**src/rtl/btn_canvas_ctrl_pkg.sv**
```systemverilog
// Shared types and constants for the button-driven drawing canvas controller.
package btn_canvas_ctrl_pkg;

  typedef enum logic [1:0] {
    ST_EDIT = 2'd0,
    ST_SEND = 2'd1,
    ST_WAIT = 2'd2
  } state_e;

  localparam int unsigned GRID_W_DEFAULT = 28;
  localparam int unsigned GRID_H_DEFAULT = 28;
  localparam int unsigned NUM_PIX        = GRID_W_DEFAULT * GRID_H_DEFAULT;
  localparam int unsigned DIGIT_W        = 4;
  localparam int unsigned CRD_W          = 5;

endpackage

```
**src/rtl/btn_canvas_ctrl_canvas_cursor.sv**
```systemverilog
// Row/column wrap counter shared by the edit cursor and the SEND raster scan.
module canvas_cursor
  import btn_canvas_ctrl_pkg::*;
#(
  parameter int unsigned GRID_W = GRID_W_DEFAULT,
  parameter int unsigned GRID_H = GRID_H_DEFAULT
) (
  input  logic             clk,
  input  logic             rst,
  input  logic             clr,
  input  logic             step_up,
  input  logic             step_right,
  output logic [CRD_W-1:0] row,
  output logic [CRD_W-1:0] col
);

  localparam logic [CRD_W-1:0] LAST_ROW = CRD_W'(GRID_H - 1);
  localparam logic [CRD_W-1:0] LAST_COL = CRD_W'(GRID_W - 1);

  logic [CRD_W-1:0] row_q, row_d, col_q, col_d;

  always_comb begin
    row_d = row_q;
    col_d = col_q;
    if (clr) begin
      row_d = '0;
      col_d = '0;
    end else if (step_up) begin
      row_d = (row_q == '0) ? LAST_ROW : row_q - CRD_W'(1);
    end else if (step_right) begin
      if (col_q == LAST_COL) begin
        col_d = '0;
        row_d = (row_q == LAST_ROW) ? '0 : row_q + CRD_W'(1);
      end else begin
        col_d = col_q + CRD_W'(1);
      end
    end
  end

  always_ff @(posedge clk) begin
    if (rst) begin
      row_q <= '0;
      col_q <= '0;
    end else begin
      row_q <= row_d;
      col_q <= col_d;
    end
  end

  assign row = row_q;
  assign col = col_q;

endmodule

```
**src/rtl/btn_canvas_ctrl.sv**
```systemverilog
// Button-driven binary drawing canvas: edit with cursor, stream raster to a
// classifier over valid/ready, then latch the returned digit.
module btn_canvas_ctrl
  import btn_canvas_ctrl_pkg::*;
#(
  parameter int unsigned GRID_W = GRID_W_DEFAULT,
  parameter int unsigned GRID_H = GRID_H_DEFAULT,
  parameter int unsigned IDX_W  = 10
) (
  input  logic         clk,
  input  logic         rst,
  input  logic         btnu_in,
  input  logic         btnc_in,
  input  logic         btnr_in,
  output logic         pix_data,
  output logic         pix_valid,
  output logic         pix_last,
  input  logic         pix_ready,
  input  logic         result_valid,
  input  logic [3:0]   result_digit,
  output logic [4:0]   cur_row,
  output logic [4:0]   cur_col,
  output logic [3:0]   digit_out,
  output logic         digit_valid,
  output logic         busy
);

  localparam int unsigned      PIX_TOTAL = GRID_W * GRID_H;
  localparam logic [IDX_W-1:0] LAST_IDX  = IDX_W'(PIX_TOTAL - 1);

  state_e                         state_q, state_d;
  logic [GRID_H-1:0][GRID_W-1:0]  canvas_q, canvas_d;
  logic [IDX_W-1:0]               idx_q, idx_d;
  logic [DIGIT_W-1:0]             digit_q, digit_d;
  logic                           digit_valid_q, digit_valid_d;
  logic                           busy_q, busy_d;
  logic [CRD_W-1:0]               edit_row, edit_col, scan_row, scan_col;
  logic                           in_edit, in_send, at_last;
  logic                           do_submit, do_clear, do_up, do_right, do_toggle;
  logic                           xfer;

  assign in_edit = (state_q == ST_EDIT);
  assign in_send = (state_q == ST_SEND);
  assign at_last = (idx_q == LAST_IDX);

  // Chord decode: submit beats clear beats single-button actions.
  assign do_submit = in_edit & btnu_in & btnr_in;
  assign do_clear  = in_edit & btnu_in & btnc_in & ~btnr_in;
  assign do_up     = in_edit & btnu_in & ~btnc_in & ~btnr_in;
  assign do_right  = in_edit & btnr_in & ~btnu_in;
  assign do_toggle = in_edit & btnc_in & ~btnu_in;
  assign xfer      = in_send & pix_ready;

  canvas_cursor #(.GRID_W(GRID_W), .GRID_H(GRID_H)) u_edit_cursor (
    .clk        (clk),
    .rst        (rst),
    .clr        (1'b0),
    .step_up    (do_up),
    .step_right (do_right),
    .row        (edit_row),
    .col        (edit_col)
  );

  canvas_cursor #(.GRID_W(GRID_W), .GRID_H(GRID_H)) u_scan_cursor (
    .clk        (clk),
    .rst        (rst),
    .clr        (do_submit),
    .step_up    (1'b0),
    .step_right (xfer),
    .row        (scan_row),
    .col        (scan_col)
  );

  always_comb begin
    state_d       = state_q;
    canvas_d      = canvas_q;
    idx_d         = idx_q;
    digit_d       = digit_q;
    digit_valid_d = digit_valid_q;
    unique case (state_q)
      ST_EDIT: begin
        if (do_submit) begin
          state_d = ST_SEND;
          idx_d   = '0;
        end else if (do_clear) begin
          canvas_d      = '0;
          digit_valid_d = 1'b0;
        end else if (do_toggle) begin
          canvas_d[edit_row][edit_col] = ~canvas_q[edit_row][edit_col];
          digit_valid_d                = 1'b0;
        end
      end
      ST_SEND: begin
        if (xfer && at_last) state_d = ST_WAIT;
        else if (xfer)       idx_d   = idx_q + IDX_W'(1);
      end
      ST_WAIT: begin
        if (result_valid) begin
          digit_d       = result_digit;
          digit_valid_d = 1'b1;
          state_d       = ST_EDIT;
        end
      end
      default: state_d = ST_EDIT;
    endcase
    busy_d = (state_d != ST_EDIT);
  end

  always_ff @(posedge clk) begin
    if (rst) begin
      state_q       <= ST_EDIT;
      canvas_q      <= '0;
      idx_q         <= '0;
      digit_q       <= '0;
      digit_valid_q <= 1'b0;
      busy_q        <= 1'b0;
    end else begin
      state_q       <= state_d;
      canvas_q      <= canvas_d;
      idx_q         <= idx_d;
      digit_q       <= digit_d;
      digit_valid_q <= digit_valid_d;
      busy_q        <= busy_d;
    end
  end

  assign pix_valid   = in_send;
  assign pix_data    = in_send & canvas_q[scan_row][scan_col];
  assign pix_last    = in_send & at_last;
  assign cur_row     = edit_row;
  assign cur_col     = edit_col;
  assign digit_out   = digit_q;
  assign digit_valid = digit_valid_q;
  assign busy        = busy_q;

endmodule

```
**config.mk**
```make
export PLATFORM = sky130hd
export DESIGN_NAME = btn_canvas_ctrl
export DESIGN_NICKNAME = d
export VERILOG_FILES = /design/src/rtl/btn_canvas_ctrl_pkg.sv /design/src/rtl/btn_canvas_ctrl_canvas_cursor.sv /design/src/rtl/btn_canvas_ctrl.sv
export SDC_FILE = /design/constraint.sdc
export NUM_CORES = 2
export LEC_CHECK = 0
export ABC_CLOCK_PERIOD_IN_PS = 4600
export CAP_MARGIN = 20
export CORE_AREA = 5 5 463 374
export CTS_BUF_LIST = sky130_fd_sc_hd__clkbuf_4 sky130_fd_sc_hd__clkbuf_8
export DETAILED_ROUTE_END_ITERATION = 10
export DIE_AREA = 0 0 468 379
export PLACE_DENSITY = 0.5
export SYNTH_ARGS = -nofsm -noshare
export SYNTH_HDL_FRONTEND = slang
export SYNTH_SLANG_ARGS = --single-unit
```
**constraint.sdc**
```tcl
create_clock -name clk -period 4.6 [get_ports clk]
set_input_delay 1.15 -clock clk [delete_from_list [all_inputs] [get_ports clk]]
set_output_delay 1.15 -clock clk [all_outputs]
set_load 0.01 [all_outputs]
```
==> flow_metrics.env <==
export IMPL_dpl_hpwl_um=157000
export IMPL_multi_input_comb_area_sq_um=30500
export IMPL_cts_hold_buffers=0
export IMPL_initialDrtViolationCount=7755
export IMPL_post_place_ws_ns=-0.410
export IMPL_grt_first_pass_wirelength_um=352000
export IMPL_cellLeakagePower_nw=19.4
export IMPL_final_min_period_over_clock_period_pct=113
export IMPL_hold_viol_final=0
export IMPL_n_fill_cell=17084
export IMPL_area_sequential_sq_um=16500
export IMPL_area_delta_synth_final_pct=18.2
export IMPL_period_minus_slack_ns=5.20
export IMPL_clock_skew_ns=0.0625
export IMPL_number_of_warning_messages_in_the_yosys_log=0
export IMPL_worst_endpoint_required_ns=3.45
export IMPL_gr_usage_all_layers_pct=26.8
export IMPL_clock_pin_slew_on_the_worst_setup_and_hold_paths_ns=0.07
export IMPL_grt_pass1_vias=46809
export IMPL_worst_slew_pin_transition_ns=1.14
export IMPL_synth_cell_area_sq_um=50000
export IMPL_coreArea_sq_um=168000
export IMPL_post_route_cells_drive_above_1_share_pct=24.7
export IMPL_route_antenna_remaining_nets=0
export IMPL_tritoncts_clock_tree="yes"
export IMPL_max_cap_violations=0
export IMPL_number_of_placement_rows=135
export IMPL_die_x_extent_um=468
export IMPL_number_of_buffers_created_by_cts=149
export IMPL_fin_nets=5708
export IMPL_critPathKind="flip-flop to output pin"
export IMPL_critical_path_endpoint_type="output pin"
export IMPL_clk_root_buffer_cell="clkbuf_8"
export IMPL_relSlewSlack_pct=23.8
export IMPL_totalPowerFinal_mw=17.0
export IMPL_yosys_cell_types_count=82
export IMPL_die_area_sq_um=177000
export IMPL_pwrdens_nw_per_um2=288
export IMPL_clock_tree_htree_level_count=4
export IMPL_global_route_overflow_total=0
export IMPL_dr_pass1_iters=6
export IMPL_worst_skew_pair_late_latency_ns=0.97
export IMPL_synth_seq_cells=822
export IMPL_detail_route_vias_per_cell=6.41
export IMPL_rsz_0062_raised_after_global_routing="true"
export IMPL_postSynthAreaPerCell_sq_um=8.66
export IMPL_start_util_pct=29.7
export IMPL_irDropWorstVdd_mv=0.337
export IMPL_drv_slew=0
export IMPL_violations="negative setup slack"
export IMPL_antenna_violations_before_repair=14
export IMPL_asyncSetResetFlopFracSynth_pct=0
export IMPL_fin_ws_ns=-0.600
export IMPL_number_of_enable_flip_flop_cells_after_synthesis=0
export IMPL_crit_path_start_kind="flip-flop"
export IMPL_fmax_ghz=0.192
export IMPL_synthesis_instances=5768
export IMPL_synth_main_ff_cell="dfxtp_1"
export IMPL_route_detailed_drc=0
export IMPL_routedWlPerCell_um=30.9
export IMPL_clock_sinks=822
export IMPL_result_of_the_run="finished with violations"
export IMPL_post_route_util_pct=35.1
export IMPL_synth_seq_area_share_pct=32.9
export IMPL_finalWeightedCongestion=0.951
export IMPL_min_delay_path_class="flip-flop to flip-flop"
export IMPL_timing_final_setup_violations=1
export IMPL_drt_total_wl_um=249000
export IMPL_io_pins=30
export IMPL_grt_start_max_net_pins=141
export IMPL_chipHeight_um=379
export IMPL_dr_total_vias=51772
export IMPL_place_port_buffers=29
export IMPL_max_clock_path_buffers=3
export IMPL_synth_nets=5791
export IMPL_critical_path_arrival_ns=4.05
export IMPL_timing_critical_path_fanout_max=14
==> synthesized netlist by cell type, types with 7 or more instances <==
| cell | number | area (sq um) |
|---|---|---|
| a211oi_1 | 13 | 97.6 |
| a21oi_1 | 861 | 4310 |
| a221oi_1 | 23 | 201 |
| a22o_1 | 20 | 175 |
| a22oi_1 | 79 | 593 |
| a311oi_1 | 9 | 78.8 |
| a31oi_1 | 10 | 62.6 |
| and2_1 | 55 | 344 |
| and3_1 | 18 | 113 |
| buf_1 | 74 | 278 |
| buf_2 | 105 | 526 |
| buf_4 | 26 | 195 |
| buf_6 | 31 | 349 |
| clkbuf_1 | 562 | 2110 |
| dfxtp_1 | 822 | 16500 |
| ha_1 | 12 | 150 |
| mux2i_1 | 206 | 2060 |
| mux4_2 | 293 | 6600 |
| nand2_1 | 573 | 2150 |
| nand2b_1 | 14 | 87.6 |
| nand3_1 | 43 | 215 |
| nand3b_1 | 7 | 52.6 |
| nand4_1 | 18 | 113 |
| nor2_1 | 67 | 251 |
| nor2b_1 | 16 | 100 |
| nor3_1 | 28 | 140 |
| nor3b_1 | 9 | 67.6 |
| o211ai_1 | 7 | 52.6 |
| o21ai_0 | 1156 | 5790 |
| o21ai_1 | 102 | 510 |
| o221ai_1 | 12 | 105 |
| o22ai_1 | 36 | 225 |
| o31ai_1 | 117 | 878 |
| o41ai_1 | 20 | 175 |
| o41ai_2 | 205 | 3330 |
| or3_1 | 7 | 43.8 |
==> placed cells by master, fill, tap and decap left out, types with 18 or more instances in the layout <==
cell type / Yosys / layout
dfxtp_1: 822 / 813
buf_4: 26 / 394
clkbuf_8: 0 / 189
o41ai_2: 205 / 206
nand3_1: 43 / 40
a21oi_1: 861 / 854
and2_2: 0 / 40
nor3_1: 28 / 22
o22ai_1: 36 / 33
nand4_1: 18 / 18
clkbuf_4: 0 / 55
clkdlybuf4s50_1: 0 / 28
mux2i_1: 206 / 203
buf_12: 0 / 113
nor2_1: 67 / 62
o31ai_1: 117 / 116
mux4_2: 293 / 293
o41ai_1: 20 / 19
o21ai_1: 102 / 104
a22oi_1: 79 / 71
a22o_1: 20 / 20
o21ai_0: 1156 / 1154
nand2_1: 573 / 573
==> path summary, 6_finish.rpt <==
check             slack, ns             to  cells after the start            startpoint
setup / recovery      -0.60       pix_data                     14  u_scan_cursor.row[1]
hold reg to reg        0.48  canvas_q[289]                      2         canvas_q[289]
hold / removal         0.48  canvas_q[289]                      2         canvas_q[289]
setup reg to reg       0.08  canvas_q[104]                     11  u_edit_cursor.row[0]
==> metrics by stage <==
| step | cell area (sq um) | hold slack, ns | cells | TNS [ns] |
|---|---|---|---|---|
| after floorplan | 50000 | 0.447 | 5768 | 0 |
| final | 59000 | 0.477 | 8073 | -0.600 |
| after CTS | 58500 | 0.477 | 8034 | -0.532 |
| after global placement | 54600 | 0.460 | 7736 | -145.08 |
| after detailed placement | 54600 | 0.469 | 7737 | -76.32 |
| after global routing | 59000 | 0.502 | 8060 | -0.598 |
==> kinds of logic (layout without fill, tap and decap cells) <==
family,after synthesis,count (layout),share of synthesized area (%)
other,0,15,0
buffers and inverters,809,839,7.02
and+or+nand+nor,889,889,7.95
adders and majority gates,12,12,0.300
xor gates and xnor gates,9,9,0.158
muxes,507,507,17.5
DFF,822,822,32.9
AOI/OAI and AO/OA,2720,2720,34.1
==> layer usage <==
metal	track usage [%]	vias up	wire length [um]
li1	-	21607	-
met1	37.6	25691	103000
met2	36.2	3674	98700
met3	9.47	792	34200
met4	12.7	8	13400
met5	0.441	-	174
==> power by group <==
group	internal (mW)	switching [mW]	leakage (nW)
clock network	4.18	3.52	1.68
logic	0.598	1.53	11.1
registers	7.13	0.0334	6.62
==> final cells by class <==
class	instances	area share [%]
repair buffers	565	10.2
clock buffers	244	5.11
multi-input cells	4137	51.6
flip-flops and latches	822	27.9
diodes	15	0.0636
inverters	10	0.0636
clock inverters	20	0.267
well taps	2260	4.79
==> state kept, by name, indices dropped and copies added (netlist names) <==
register           count
state_q                2
digit_out              4
u_edit_cursor.col      5
u_edit_cursor.row      5
canvas_q             784
u_scan_cursor.row      5
idx_q                 10
u_scan_cursor.col      5
digit_valid            1
busy                   1
==> timing repair <==
| action | 4_1_cts | 5_1_grt |
|---|---|---|
| pin swaps | 20 | 18 |
| setup endpoints to repair | 1 | 38 |
| endpoints found under the hold margin | 0 | 0 |
| buffers inserted | 33 | 20 |
| resized for setup | 78 | 28 |
| cloned | 4 | 1 |
==> worst max-delay path, stage by stage, from the launching register on <==
cell	delay, ns
dfxtp_4	0.45
buf_4	0.23
buf_6	0.21
buf_6	0.24
mux4_2	0.34
a22o_1	0.24
a221oi_1	0.28
o22ai_1	0.14
a21oi_1	0.13
buf_4	0.16
o41ai_2	0.06
buf_4	0.14
o32a_1	0.18
buf_6	0.15
buf_6	0.12
No activity file was read; power rests on OpenSTA's default activity.
